--- config.mk ---
export PLATFORM = sky130hd
export DESIGN_NAME = tt_freq_lock_detect
export DESIGN_NICKNAME = d
export VERILOG_FILES = /design/src/rtl/tt_freq_lock_detect.sv
export SDC_FILE = /design/constraint.sdc
export NUM_CORES = 1
export LEC_CHECK = 0
export CAP_MARGIN = 10
export CORE_ASPECT_RATIO = 1.5
export CORE_MARGIN = 5
export CORE_UTILIZATION = 59
export CTS_BUF_LIST = sky130_fd_sc_hd__clkbuf_8
export CTS_CLUSTER_DIAMETER = 80
export DETAILED_ROUTE_END_ITERATION = 16
export GPL_TIMING_DRIVEN = 0
export PLACE_DENSITY = 0.81
export SKIP_LAST_GASP = 1
export SLEW_MARGIN = 15
export SYNTH_ARGS = -nofsm -noshare
export SYNTH_HDL_FRONTEND = slang
export SYNTH_SLANG_ARGS = --single-unit
export TNS_END_PERCENT = 20
--- constraint.sdc ---
create_clock -name i_clk -period 3.4 [get_ports i_clk]
set_input_delay 0.51 -clock i_clk [delete_from_list [all_inputs] [get_ports i_clk]]
set_output_delay 0.51 -clock i_clk [all_outputs]
set_load 0.02 [all_outputs]
--- src/rtl/tt_freq_lock_detect.sv ---
// tt_freq_lock_detect
//   Measures the divided feedback clock against the local sampling clock. Feedback rising
//   edges are counted over fixed windows of i_clk cycles, each window count is compared with
//   EXPECTED +/- TOL, and a lock indicator with acquire/release hysteresis is maintained.
// Ports
//   i_clk         sampling clock (single clock domain)
//   i_rst_n       asynchronous active-low reset
//   i_en          measurement enable; low idles and clears the measurement
//   i_fb_clk      feedback clock, asynchronous, synchronised internally
//   o_lock        registered lock indicator (LOCKED or HOLD)
//   o_count_valid one-cycle pulse when o_edge_count is updated
//   o_edge_count  edge count of the last completed window
//   o_stuck       last completed window counted zero edges
//   o_state       0 UNLOCKED, 1 ACQUIRE, 2 LOCKED, 3 HOLD
module tt_freq_lock_detect #(
  parameter int unsigned WIN_CYCLES     = 300,
  parameter int unsigned EXPECTED       = 100,
  parameter int unsigned TOL            = 2,
  parameter int unsigned LOCK_WINDOWS   = 4,
  parameter int unsigned UNLOCK_WINDOWS = 2,
  parameter int unsigned CNT_W          = $clog2(WIN_CYCLES + 1)
) (
  input  logic             i_clk,
  input  logic             i_rst_n,
  input  logic             i_en,
  input  logic             i_fb_clk,
  output logic             o_lock,
  output logic             o_count_valid,
  output logic [CNT_W-1:0] o_edge_count,
  output logic             o_stuck,
  output logic [1:0]       o_state
);

  localparam int unsigned GoodW = $clog2(LOCK_WINDOWS + 1);
  localparam int unsigned BadW  = $clog2(UNLOCK_WINDOWS + 1);
  localparam logic [CNT_W-1:0] WinLast = CNT_W'(WIN_CYCLES - 1);
  localparam logic [CNT_W-1:0] CntMax  = '1;
  localparam int unsigned LoBound = EXPECTED - TOL;
  localparam int unsigned HiBound = EXPECTED + TOL;
  localparam logic [GoodW-1:0] GoodTarget = GoodW'(LOCK_WINDOWS);
  localparam logic [BadW-1:0]  BadTarget  = BadW'(UNLOCK_WINDOWS);

  typedef enum logic [1:0] {
    StUnlocked = 2'd0,
    StAcquire  = 2'd1,
    StLocked   = 2'd2,
    StHold     = 2'd3
  } state_e;

  state_e           state_q, state_d;
  logic             fb_sync1_q, fb_sync2_q, fb_dly_q;
  logic [CNT_W-1:0] win_cnt_q, win_cnt_d;
  logic [CNT_W-1:0] edge_cnt_q, edge_cnt_d;
  logic [CNT_W-1:0] edge_count_q, edge_count_d;
  logic [GoodW-1:0] good_cnt_q, good_cnt_d;
  logic [BadW-1:0]  bad_cnt_q, bad_cnt_d;
  logic             valid_q, valid_d;
  logic             stuck_q, stuck_d;
  logic             lock_q, lock_d;

  logic             strobe, win_end, good;
  logic [CNT_W-1:0] fin_cnt;
  logic [GoodW-1:0] good_inc;
  logic [BadW-1:0]  bad_inc;

  always_comb begin
    strobe   = fb_sync2_q & ~fb_dly_q;
    win_end  = (win_cnt_q == WinLast);
    // A strobe in the closing cycle still belongs to the closing window.
    fin_cnt  = (strobe && (edge_cnt_q != CntMax)) ? edge_cnt_q + 1'b1 : edge_cnt_q;
    good     = (32'(fin_cnt) >= LoBound) && (32'(fin_cnt) <= HiBound);
    good_inc = good_cnt_q + 1'b1;
    bad_inc  = bad_cnt_q + 1'b1;

    state_d      = state_q;
    win_cnt_d    = win_cnt_q;
    edge_cnt_d   = edge_cnt_q;
    edge_count_d = edge_count_q;
    good_cnt_d   = good_cnt_q;
    bad_cnt_d    = bad_cnt_q;
    valid_d      = 1'b0;
    stuck_d      = stuck_q;
    lock_d       = lock_q;

    if (!i_en) begin
      // Idle: partial window discarded; last reported count and stuck flag are kept.
      state_d    = StUnlocked;
      win_cnt_d  = '0;
      edge_cnt_d = '0;
      good_cnt_d = '0;
      bad_cnt_d  = '0;
      lock_d     = 1'b0;
    end else begin
      win_cnt_d  = win_end ? '0 : win_cnt_q + 1'b1;
      edge_cnt_d = win_end ? '0 : fin_cnt;
      if (win_end) begin
        valid_d      = 1'b1;
        edge_count_d = fin_cnt;
        stuck_d      = (fin_cnt == '0);
        unique case (state_q)
          StUnlocked: begin
            if (good) begin
              if (LOCK_WINDOWS == 1) begin
                state_d    = StLocked;
                good_cnt_d = '0;
              end else begin
                state_d    = StAcquire;
                good_cnt_d = GoodW'(1);
              end
            end
          end
          StAcquire: begin
            if (good) begin
              if (good_inc == GoodTarget) begin
                state_d    = StLocked;
                good_cnt_d = '0;
              end else begin
                good_cnt_d = good_inc;
              end
            end else begin
              state_d    = StUnlocked;
              good_cnt_d = '0;
            end
          end
          StLocked: begin
            if (!good) begin
              if (UNLOCK_WINDOWS == 1) begin
                state_d   = StUnlocked;
                bad_cnt_d = '0;
              end else begin
                state_d   = StHold;
                bad_cnt_d = BadW'(1);
              end
            end
          end
          StHold: begin
            if (good) begin
              state_d   = StLocked;
              bad_cnt_d = '0;
            end else if (bad_inc == BadTarget) begin
              state_d   = StUnlocked;
              bad_cnt_d = '0;
            end else begin
              bad_cnt_d = bad_inc;
            end
          end
          default: state_d = StUnlocked;
        endcase
        lock_d = (state_d == StLocked) || (state_d == StHold);
      end
    end
  end

  always_ff @(posedge i_clk or negedge i_rst_n) begin
    if (!i_rst_n) begin
      state_q      <= StUnlocked;
      fb_sync1_q   <= 1'b0;
      fb_sync2_q   <= 1'b0;
      fb_dly_q     <= 1'b0;
      win_cnt_q    <= '0;
      edge_cnt_q   <= '0;
      edge_count_q <= '0;
      good_cnt_q   <= '0;
      bad_cnt_q    <= '0;
      valid_q      <= 1'b0;
      stuck_q      <= 1'b0;
      lock_q       <= 1'b0;
    end else begin
      state_q      <= state_d;
      fb_sync1_q   <= i_fb_clk;
      fb_sync2_q   <= fb_sync1_q;
      fb_dly_q     <= fb_sync2_q;
      win_cnt_q    <= win_cnt_d;
      edge_cnt_q   <= edge_cnt_d;
      edge_count_q <= edge_count_d;
      good_cnt_q   <= good_cnt_d;
      bad_cnt_q    <= bad_cnt_d;
      valid_q      <= valid_d;
      stuck_q      <= stuck_d;
      lock_q       <= lock_d;
    end
  end

  assign o_lock        = lock_q;
  assign o_count_valid = valid_q;
  assign o_edge_count  = edge_count_q;
  assign o_stuck       = stuck_q;
  assign o_state       = state_q;

endmodule

# Word-level counts from Yosys, hierarchy flattened
# Cells that the tools add are included.
[totals]
regBits = 40
in_bits = 4
out_inout_bits = 14
word_cells = 74
[op_classes]
add_sub_neg = 4
n_lt_le_gt_ge = 2
n_eq_ne = 14
n_mux = 32
n_bitwise = 2
reduce_logical = 8
[ops]
columns = ["operator", "count"]
rows = [
  ["9-bit 2-to-1 mux", 5],
  ["2-bit 2-to-1 mux", 15],
  ["9-bit by 1-bit adder with 9-bit output (second input constant)", 2],
  ["3-bit 2-to-1 mux", 5],
  ["2-bit == test (second input constant)", 5],
  ["9-bit == test (second input constant)", 1],
  ["9-bit by 7-bit >= comparator with 1-bit output (second input constant)", 1],
  ["9-bit by 7-bit less-or-equal comparator with 1-bit output (second input constant)", 1],
  ["9-bit zero test", 1],
  ["9-bit != test (second input constant)", 1],
  ["2-bit one-hot mux with 4 select lines", 1],
  ["3-bit by 1-bit != test with 1-bit output (second input constant)", 2],
  ["3-bit != test (second input constant)", 2],
  ["3-bit one-hot mux with 2 select lines", 1],
  ["3-bit AND reduction", 2],
  ["1-bit 2-to-1 mux", 4],
  ["2-bit one-hot mux with 2 select lines", 1],
  ["3-bit by 1-bit adder with 3-bit output (second input constant)", 1],
  ["3-bit == test (second input constant)", 1],
  ["2-bit by 1-bit adder with 2-bit output (second input constant)", 1],
  ["2-bit by 1-bit == test with 1-bit output (second input constant)", 1],
  ["1-bit logical AND", 2],
  ["2-bit zero test", 1],
  ["2-bit by 1-bit != test with 1-bit output (second input constant)", 1],
  ["4 further kinds", 4],
]

# Logic depth before layout (Yosys ltp)
[depth]
word_depth = 14
depth_mapped = 12
ltp_nobuf = 9

# Worst setup path before layout
# No wires, ideal clock.
[synth_path]
path_kind = "register to register"
start = "register edge_cnt_q[6]"
end = "register lock_q (netlist: o_lock)"
setup_time_ns = 0.077
arrival_ns = 2.743
required_ns = 3.323
path_slack_ns = 0.580
stages_incl_launch_ff = 13
path_buffers = 3
synth_period_minus_slack_ns = 2.820
path_cell_list = "dfrtp_1 > clkbuf_1 > and4_1 > and4_1 > ha_1 > or3b_1 > buf_2 > o41ai_2 > o31a_1 > nand2_1 > buf_6 > or3_1 > a21oi_1"
[synth_between]
elab_chain_cells = 13
word_cells_on_any_way = 19
classes_between = "add/sub (1); order compare (2); eq/ne (3); mux (10); reduce/logical (3)"
[synth_rtl]
columns = ["element", "line_no", "rtl"]
rows = [
  ["start: declaration", "53", "logic [CNT_W-1:0] edge_cnt_q, edge_cnt_d;"],
  ["start signal: assignment", "174", "edge_cnt_q <= edge_cnt_d;"],
  ["parallel branches: the longest is 2 deep, another holds 9-bit by 1-bit adder with 9-bit output", "-", ""],
  ["9-bit 2-to-1 mux (*)", "70", "fin_cnt = (strobe && (edge_cnt_q != CntMax)) ? edge_cnt_q + 1'b1 : edge_cnt_q;"],
  ["9-bit by 7-bit >= comparator with 1-bit output or 9-bit by 7-bit less-or-equal comparator with 1-bit output (tied branches)", "71", "good = (32'(fin_cnt) >= LoBound) && (32'(fin_cnt) <= HiBound);"],
  ["1-bit logical AND (*)", "71", ""],
  ["2-bit 2-to-1 mux (on tied branches)", "-", ""],
  ["2-bit one-hot mux with 4 select lines (*)", "100", "unique case (state_q)"],
  ["2-bit 2-to-1 mux (*)", "96", "if (win_end) begin"],
  ["2-bit 2-to-1 mux (*)", "85", "if (!i_en) begin"],
  ["2-bit == test", "149", "lock_d = (state_d == StLocked) || (state_d == StHold);"],
  ["1-bit logical OR (*)", "149", ""],
  ["1-bit 2-to-1 mux (*)", "96", ""],
  ["1-bit 2-to-1 mux (*)", "85", ""],
  ["end signal: assignment", "180", "lock_q <= lock_d;"],
  ["end: declaration", "59", "logic lock_q, lock_d;"],
]
# Mark *: on every way between the ends. The select of a mux whose other input is x is not followed.
# A chain may end at the register's enable or synchronous reset.

# Worst setup path in the final report
[layout_path]
start = "register edge_cnt_q[6]"
end = "register state_q[0] (netlist: o_state[0])"
[layout_between]
elab_chain_cells = 11
word_cells_on_any_way = 16
classes_between = "add/sub (1); order compare (2); eq/ne (1); mux (10); reduce/logical (2)"
[layout_rtl]
columns = ["element", "line_no", "rtl"]
rows = [
  ["parallel branches: the longest is 2 deep, another holds 9-bit by 1-bit adder with 9-bit output", "-", ""],
  ["9-bit 2-to-1 mux (*)", "70", ""],
  ["9-bit by 7-bit >= comparator with 1-bit output or 9-bit by 7-bit less-or-equal comparator with 1-bit output (tied branches)", "71", ""],
  ["1-bit logical AND (*)", "71", ""],
  ["2-bit 2-to-1 mux (on tied branches)", "-", ""],
  ["2-bit one-hot mux with 4 select lines (*)", "100", ""],
  ["2-bit 2-to-1 mux (*)", "96", ""],
  ["2-bit 2-to-1 mux (*)", "85", ""],
  ["2-bit 2-to-1 mux (*)", "96", ""],
  ["2-bit 2-to-1 mux (*)", "85", ""],
  ["end signal: assignment", "156", "state_q <= StUnlocked;"],
  ["end signal: assignment", "169", "state_q <= state_d;"],
  ["end: declaration", "50", "state_e state_q, state_d;"],
]
# Marks and branches as above.

==> impl_metrics.env <==
export IMPL_route_vias_total=1673
export IMPL_synth_main_ff_cell="sky130_fd_sc_hd__dfrtp_1"
export IMPL_p_total_uw=937.2
export IMPL_clock_tree_from_tritoncts="done"
export IMPL_fin_skew_ps=5.729
export IMPL_cp_cell_sequence="clkbuf_1, and4_1, and4_1, ha_1, or3b_1, buf_2, o311a_1, o22ai_1, clkbuf_1, nor4b_1, a211oi_1"
export IMPL_placement_io_buffers=17
export IMPL_worst_path_max_delay_cell="sky130_fd_sc_hd__or3b_1"
export IMPL_detail_route_wl_per_cell_um=14.87
export IMPL_hold_buffers=0
export IMPL_numCtsBuffers=5
export IMPL_fin_ws_ps=289.7
export IMPL_depth_of_the_cts_h_tree=2
export IMPL_setup_worst_path_start_class="flip-flop"
export IMPL_power_static_leakage_nw=1.023
export IMPL_critical_path_depth=11
export IMPL_cp_top_family="simple AND/OR/NAND/NOR gates"
export IMPL_dpl_worst_slack_ps=317.1
export IMPL_ys_seq_area_share_pct=47.90
export IMPL_irDropWorstVdd_v=0.0003237
export IMPL_critPathKind="flip-flop to flip-flop"
export IMPL_num_antenna_cells=0
export IMPL_grt_max_degree=24
export IMPL_end_kind="flip-flop"
export IMPL_buffer_levels_on_the_longest_clock_path=2
export IMPL_grt_remaining_overflow=0
export IMPL_layout_min_cycle_time_ps=3110
export IMPL_synth_cell_type_count=47
export IMPL_rsz0062_at_grt="no"
export IMPL_wl_mm=4.298
export IMPL_r2r_worst_path_cells=11
export IMPL_filler_cells_inserted=282
export IMPL_initial_core_util_pct=61.17
export IMPL_row_count=26
export IMPL_max_cap_viol_count=0
export IMPL_post_place_cells=281
export IMPL_number_of_nets_in_the_synthesized_netlist=230
export IMPL_status="finished clean"
export IMPL_cts_root_buf="sky130_fd_sc_hd__clkbuf_8"
export IMPL_route_detailed_vias_per_inst=5.789
export IMPL_synth_enable_flop_cells=0
export IMPL_worst_setup_hold_path_clk_slew_ps=80
export IMPL_placement_cell_area_um2=2335
export IMPL_hold_ws_ps=150.4
export IMPL_synthesis_area_per_instance_um2=9.455
export IMPL_timing_slew_headroom_pct=65.69
export IMPL_num_io_pins=18
export IMPL_cp_num_buf_inv=3
export IMPL_fp_dieH_um=82.89
export IMPL_drtAntennaViolNets=0
export IMPL_tritoncts_num_sinks=40
export IMPL_critical_path_max_stage_delay_ps=370
export IMPL_antenna_found_initial=0
export IMPL_insertion_delay_ps=300
export IMPL_mappedNetlistArea_um2=2090
export IMPL_worst_r2r_setup_slack_ps=290
export IMPL_die_area_um2=4856
export IMPL_setup_worst_path_start="edge_cnt_q[6]"
export IMPL_setup_violations=0
export IMPL_initialDrtViolationCount=38
export IMPL_synth_yosys_warnings=0
export IMPL_grt_first_pass_wirelength_mm=7.900
export IMPL_grt_pass1_vias=1746
export IMPL_dp_final_hpwl_mm=3.096
export IMPL_final_min_period_over_clock_period_pct=91.48
export IMPL_fp_dieW_um=58.59
export IMPL_required_ps=3600
export IMPL_tns_ps=0
export IMPL_synthToLayoutAreaGrowth_pct=17.66
export IMPL_asyncSetResetFlopFracSynth_pct=100.0
export IMPL_startpoint_of_the_lowest_slack_register_to_register_path="edge_cnt_q[6]"
export IMPL_final_cells=289
export IMPL_design_final_nets=255
export IMPL_layout_cell_area_non_filler_um2=2459
export IMPL_timing_critical_path_arrival_ps=3310
export IMPL_post_synth_inst_count=221
export IMPL_grtUsageTotal_pct=20.61
export IMPL_core_region_area_um2=3416
export IMPL_number_of_endpoints_with_negative_hold_slack_in_the_final_report=0
export IMPL_type_of_the_most_critical_hold_path="primary input to async pin"
export IMPL_final_util_pct=71.98
export IMPL_tightest_slew_ps=514.6
export IMPL_routability_congestion=0.8068
export IMPL_worstPathMaxFanout=10
export IMPL_drtPass1Iterations=4
export IMPL_slew_violations=0
export IMPL_power_per_cell_area_nw_per_um2=381.2
export IMPL_drcViolationCount=0
export IMPL_layout_drive_gt1_share_pct=7.692
export IMPL_clock_fmax_ghz=0.3215
export IMPL_yosys_register_bits=40
## power by group
part           total [mW]  switching [mW]  leakage (nW)  internal, mW
logic              0.0590          0.0356         0.421        0.0233
clock network       0.389           0.172        0.0541         0.217
registers           0.489         0.00651         0.548         0.483
## sequential cells by signal (all words and copies together), names as in the netlist
name and flops:
o_edge_count 9, fb_sync1_q 1, fb_dly_q 1, o_lock 1, o_state 2, o_stuck 1, good_cnt_q 3, fb_sync2_q 1
o_count_valid 1, bad_cnt_q 2, win_cnt_q 9, edge_cnt_q 9
## routing by layer
layer,global-route usage [%],share of wire (%),wire (µm)
met1,23.27,39,1677
met2,36.22,53,2292
met4,9.897,3.2,138
met3,3.416,4.4,189
met5,0,0,0
## cells by family after synthesis
group	after synthesis	synth area share (%)
muxes	2	0.9581
xor gates and xnor gates	16	6.707
and+or+nand+nor	92	23.00
adders and majority gates	5	2.994
DFF	40	47.90
buffers and inverters	21	4.371
AOI/OAI and AO/OA	45	14.07
## cells in the mapped netlist (3+ instances only)
| cell type | instances | area, µm² |
|---|---|---|
| sky130_fd_sc_hd__or3_1 | 3 | 18.77 |
| sky130_fd_sc_hd__buf_2 | 4 | 20.02 |
| sky130_fd_sc_hd__o21ai_0 | 18 | 90.09 |
| sky130_fd_sc_hd__nand2_1 | 20 | 75.07 |
| sky130_fd_sc_hd__ha_1 | 5 | 62.56 |
| sky130_fd_sc_hd__and2_1 | 4 | 25.02 |
| sky130_fd_sc_hd__and3_1 | 3 | 18.77 |
| sky130_fd_sc_hd__clkbuf_1 | 11 | 41.29 |
| sky130_fd_sc_hd__xor2_1 | 7 | 61.31 |
| sky130_fd_sc_hd__a211oi_1 | 3 | 22.52 |
| sky130_fd_sc_hd__nor2_1 | 24 | 90.09 |
| sky130_fd_sc_hd__inv_1 | 5 | 18.77 |
| sky130_fd_sc_hd__nand3_1 | 10 | 50.05 |
| sky130_fd_sc_hd__nand2b_1 | 6 | 37.54 |
| sky130_fd_sc_hd__nor3_1 | 4 | 20.02 |
| sky130_fd_sc_hd__xnor2_1 | 9 | 78.83 |
| sky130_fd_sc_hd__dfrtp_1 | 40 | 1001 |
| sky130_fd_sc_hd__a21oi_1 | 5 | 25.02 |
| sky130_fd_sc_hd__a21boi_0 | 3 | 22.52 |
## cell usage in the layout (no fill, tap or decap), drive strengths merged, types with 4 or more instances in the layout
master	n
xor2	7
clkbuf	16
nand3	10
clkdlybuf4s50	16
ha	5
o21ai	18
dfrtp	40
buf	7
nor2	24
nor3	4
nand2	20
inv	5
a21oi	5
xnor2	9
a21boi	4
nand2b	6
and2	4
## final timing paths
kind,endpoint
min in group i_clk,fb_sync2_q
max in group asynchronous,o_state[0]
min,o_count_valid
min reg2reg,fb_sync2_q
max reg2reg,o_state[0]
max,o_state[0]
## timing repair
item | CTS | global route
gates resized for setup | 0 | 2
buffers inserted | 0 | 0
setup endpoints to repair | 0 | 1
## cell type report
| cell class | instances | area (µm²) | share of cell area [%] |
|---|---|---|---|
| clock buffer | 5 | 68.82 | 2.799 |
| multi-input combinational | 160 | 1010 | 41.07 |
| timing repair buffer | 18 | 192.7 | 7.837 |
| sequential | 40 | 1001 | 40.71 |
| clock inverter | 3 | 42.54 | 1.730 |
| buffer | 16 | 72.57 | 2.952 |
| inverter | 5 | 18.77 | 0.7634 |
| tap | 42 | 52.55 | 2.137 |
Note: power is estimated with default switching activity, not from simulation.
==> patch 1 (same flow settings) <==
Add an input register stage for `i_en`, without a reset; this delays it by one clock.
--- a/src/rtl/tt_freq_lock_detect.sv
+++ b/src/rtl/tt_freq_lock_detect.sv
@@ -47,6 +47,12 @@
     StHold     = 2'd3
   } state_e;
 
+  logic i_en_q;
+
+  always_ff @(posedge i_clk) begin
+    i_en_q <= i_en;
+  end
+
   state_e           state_q, state_d;
   logic             fb_sync1_q, fb_sync2_q, fb_dly_q;
   logic [CNT_W-1:0] win_cnt_q, win_cnt_d;
@@ -82,7 +88,7 @@
     stuck_d      = stuck_q;
     lock_d       = lock_q;
 
-    if (!i_en) begin
+    if (!i_en_q) begin
       // Idle: partial window discarded; last reported count and stuck flag are kept.
       state_d    = StUnlocked;
       win_cnt_d  = '0;
Function: no difference found for any inputs over 10 cycles, from zero or initial values and one cycle with i_rst_n low; that may be too few to reach the edited logic, so the function may still have changed.
==> patch 1 against the unedited design <==
Wire length down 8.3%. Global-route usage down 1.5 points. Clock power fell by 16%. Setup slack better by 0.012 ns. Synthesized area rose by 0.96%. Sequential cell count rose by 1. Total power fell by 6.2%. Clock skew increased by 0.0023 ns. Final area down 0.71%.
==> patch 1: results (changes against the unedited design) <==
stage	metric	value	unit	change
cells_and_area	clock network area share	0.0384		-0.00685
power_and_ir_drop	clock power share	0.373		-0.042
detailed_routing	initial DRC count	50		+32%
place	DPL Wire Length	2890	um	-6.5%
cells_and_area	clock buffer count	5		unchanged
cells_and_area	fraction of area in multi-input gates	0.409		-0.00218
detailed_routing	Met3 Wirelength	156	um	-17%
logic_synthesis	Synth area leaders	dfrtp_1, o21ai_0, nor2_1		
detailed_routing	detail-routed via count per cell	5.57		-3.7%
clock_network	CTS resizes	0		unchanged
logic_synthesis	most frequent cells after synthesis	dfrtp_1, nor2_1, nand2_1		
power_and_ir_drop	logic gate share of total power	0.059		-0.004
global_routing	grt met1 use	0.236		+0.00312
cells_and_area	fin util	0.708		-0.0119
logic_synthesis	synthesized instance count	222		+0.45%
detailed_routing	TritonRoute pass-1 iters	4		unchanged
die	Core Region	0.00345	mm2	+0.95%
setup_path	slowest cell on the critical path	dfrtp_1		
power_and_ir_drop	Sw Share	0.247		+0.0187
timing	clk_skew	0.00802	ns	+0.00230 ns
power_and_ir_drop	seq pwr	499	uW	+2%
clock_network	Sinks on Clock Net	41		+2.5%
clock_network	# Post-CTS Setup Buffers	0		unchanged
setup_path	slowest cell delay on critical path	0.37	ns	about the same
logic_synthesis	Yosys warnings	0		unchanged
cells_and_area	Fillers	281		-0.35%
timing	Worst Tran Pin Value	0.672	ns	+0.157 ns
global_routing	pin count of the biggest net entering global routing	30		+25%
logic_synthesis	FFs w/ async S/R, synth	0.976		-0.0244
logic_synthesis	Seq/Total Area, Yosys	0.484		+0.00494
cells_and_area	Finished Layout Cells	290		+0.35%
global_routing	Total GRT Usage	0.191		-0.0152
global_routing	first-pass GRT wire length	7400	um	-6.3%
cells_and_area	nonclk buf count	34		unchanged
setup_path	worst path arrival time	3.31	ns	about the same
place	placed cell count	282		+0.36%
detailed_routing	metal2 WL	2050	um	-11%
place	GPL Wtd Cong	0.818		+1.4%
global_routing	grt met2 use	0.318		-0.0442
cells_and_area	final-stage net count	256		+0.39%
power_and_ir_drop	leakage	0.00102	uW	-0.49%
detailed_routing	routed length on met1	1650	um	-1.9%
logic_synthesis	post-synth cell types	48		+2.1%
status	status	finished, final reports clean		
cells_and_area	register fraction of the total cell area	0.418		+0.0111
global_routing	vias in the first global route	1642		-6.0%
clock_network	H-Tree Depth	2		unchanged
place	post-place setup slack	0.337	ns	+0.0196 ns
place	placed instance area	0.00235	mm2	+0.54%
place	PortBufs	17		unchanged
setup_path	CP top delay family	simple AND/OR/NAND/NOR gates		
cells_and_area	Data buffer area share	0.106		-0.00230
cells_and_area	fraction of layout cells with a size suffix above 1	0.0726		-0.00434
cells_and_area	count of multi-input gates	160		unchanged
logic_synthesis	Net Count, Synth	231		+0.43%
detailed_routing	Post-Route WL	3940	um	-8.3%
power_and_ir_drop	Peak supply drop	400	uV	+24%
global_routing	met3 Use GR	0.0373		+0.00311
patch 1: cell count changes after synthesis:
| cell | delta |
|---|---|
| dfxtp_1 | +1 |
patch 1: kinds of logic after synthesis:
logic type | after synthesis | share of synthesized area
adders and majority gates | 5 | 0.0297
DFF | 41 | 0.484
buffers and inverters | 21 | 0.0433
xor gates and xnor gates | 16 | 0.0664
muxes | 2 | 0.00949
and+or+nand+nor | 92 | 0.228
AOI/OAI and AO/OA | 45 | 0.139
patch 1: final timing paths:
path / end / depth (start not counted) / slack (ns) / from
setup / recovery: bad_cnt_q[1] / 12 / 0.30 / edge_cnt_q[6]
hold / removal: o_edge_count[6] / 1 / 0.08 / i_rst_n
setup reg to reg: bad_cnt_q[1] / 12 / 0.30 / edge_cnt_q[6]
hold reg to reg: fb_sync2_q / 0 / 0.35 / fb_sync1_q
max in group asynchronous: good_cnt_q[0] / 2 / 2.87 / i_rst_n
min in group i_clk: fb_sync2_q / 0 / 0.35 / fb_sync1_q
==> patch 2 (same settings) <==
Made on the original files. The parameter `EXPECTED` goes from 100 to 75.
--- a/src/rtl/tt_freq_lock_detect.sv
+++ b/src/rtl/tt_freq_lock_detect.sv
@@ -14,7 +14,7 @@
 //   o_state       0 UNLOCKED, 1 ACQUIRE, 2 LOCKED, 3 HOLD
 module tt_freq_lock_detect #(
   parameter int unsigned WIN_CYCLES     = 300,
-  parameter int unsigned EXPECTED       = 100,
+  parameter int unsigned EXPECTED       = 75,
   parameter int unsigned TOL            = 2,
   parameter int unsigned LOCK_WINDOWS   = 4,
   parameter int unsigned UNLOCK_WINDOWS = 2,
Check against the original RTL: same outputs for any inputs over 10 cycles, from zero or initial values and one cycle with i_rst_n low; that may be too few to reach the edited logic, so the function may still have changed.
==> patch 2 against the unedited design <==
Count of clock-buffer cells in the layout stayed put. Largest cell class unchanged. Final area is 1.1% lower. Wire length is 1.0% lower. Total power is 7.1% lower. Synthesized area is 0.24% higher. Setup slack worse by 0.048 ns. Sequential cell count stayed put.
==> patch 2: results (changes against the unedited design) <==
stage	metric	value	unit	change
timing	slew margin rel.	0.600		-0.0566
setup_path	R2R setup slack	0.24	ns	-0.05 ns
global_routing	pin count of the biggest net entering global routing	23		-4.2%
global_routing	Total GRT Usage	0.203		-0.00288
timing	FMAX	317	MHz	-1.5%
setup_path	reg2reg path depth	11		unchanged
setup_path	Crit Reg-Reg Startpoint	edge_cnt_q[0]		
global_routing	grt met1 use	0.244		+0.0118
power_and_ir_drop	Power Combinational	54.0	uW	-8.5%
global_routing	grt met2 use	0.341		-0.0214
setup_path	slowest cell on the critical path	a211oi_2		
cells_and_area	multi-input logic area	0.00103	mm2	+2.4%
place	placed instance area	0.00234	mm2	+0.21%
detailed_routing	initial DRC count	57		+50%
detailed_routing	metal2 WL	2280	um	-0.44%
power_and_ir_drop	Peak supply drop	390	uV	+20%
place	placed cell count	271		-3.6%
logic_synthesis	Post-Synth XOR/XNOR Area	0.0669		-0.000160
detailed_routing	routed length on met1	1790	um	+6.6%
logic_synthesis	synthesized instance count	211		-4.5%
logic_synthesis	post-synthesis compound-gate area fraction	0.137		-0.00332
timing	clk_skew	0.00747	ns	+0.00174 ns
cells_and_area	fraction of layout cells with a size suffix above 1	0.114		+0.0370
setup_path	CP max FO	9		-1
logic_synthesis	Net Count, Synth	220		-4.3%
cells_and_area	Fillers	280		-0.71%
power_and_ir_drop	pwr dens	358	mW/mm2	-6.1%
place	GPL Wtd Cong	0.775		-3.9%
timing	Worst Hold Slack	0.149	ns	-0.00137 ns
timing	final count of hold timing violations	0		unchanged
power_and_ir_drop	internal power	649	uW	-10%
power_and_ir_drop	leakage	0.00103	uW	+0.51%
status	status	finished, final reports clean		
setup_path	slowest cell delay on critical path	0.50	ns	+0.13 ns
logic_synthesis	most frequent cells after synthesis	dfrtp_1, nor2_1, nand2_1		
setup_path	worst path arrival time	3.32	ns	about the same
logic_synthesis	FFs w/ async S/R, synth	1.00		unchanged
detailed_routing	detail-routed via count per cell	5.91		+2.2%
global_routing	met3 Use GR	0.0497		+0.0155
logic_synthesis	Synth area leaders	dfrtp_1, nor2_1, nand2_1		
place	post-place setup slack	0.288	ns	-0.0296 ns
logic_synthesis	mux contribution to synthesized area	0.0143		+0.00476
logic_synthesis	Seq/Total Area, Yosys	0.478		-0.00114
detailed_routing	Met3 Wirelength	116	um	-39%
cells_and_area	Finished Layout Cells	279		-3.5%
global_routing	first-pass GRT wire length	7730	um	-2.2%
cells_and_area	final-stage net count	245		-3.9%
clock_network	clk root buf	clkbuf_8		
logic_synthesis	post-synth cell types	48		+2.1%
setup_path	r2r endpoint	good_cnt_q[2]		
## patch 2: changes by cell type in the layout (fill, tap and decap cells not counted), moves of 3 or more
| cell | delta |
|---|---|
| nand4_1 | +3 |
| nand2_1 | +5 |
| o21ai_0 | -3 |
| clkbuf_1 | -4 |
| a21oi_1 | -4 |
| a211oi_1 | -3 |
| a31oi_1 | +3 |
## patch 2: worst max path at each step
stage / from / end
final: edge_cnt_q[0] / good_cnt_q[2]
after global routing: edge_cnt_q[0] / good_cnt_q[1]
after CTS: edge_cnt_q[0] / good_cnt_q[1]
after detailed placement: edge_cnt_q[0] / good_cnt_q[1]
after global placement: edge_cnt_q[0] / good_cnt_q[1]
after floorplan: edge_cnt_q[0] / good_cnt_q[2]
## patch 2: final cells by class
type	count	area share
inverter	3	0.00463
tap	42	0.0216
multi-input combinational	157	0.425
buffer	11	0.0201
sequential	40	0.412
clock buffer	5	0.0283
clock inverter	3	0.00977
timing repair buffer	18	0.0792
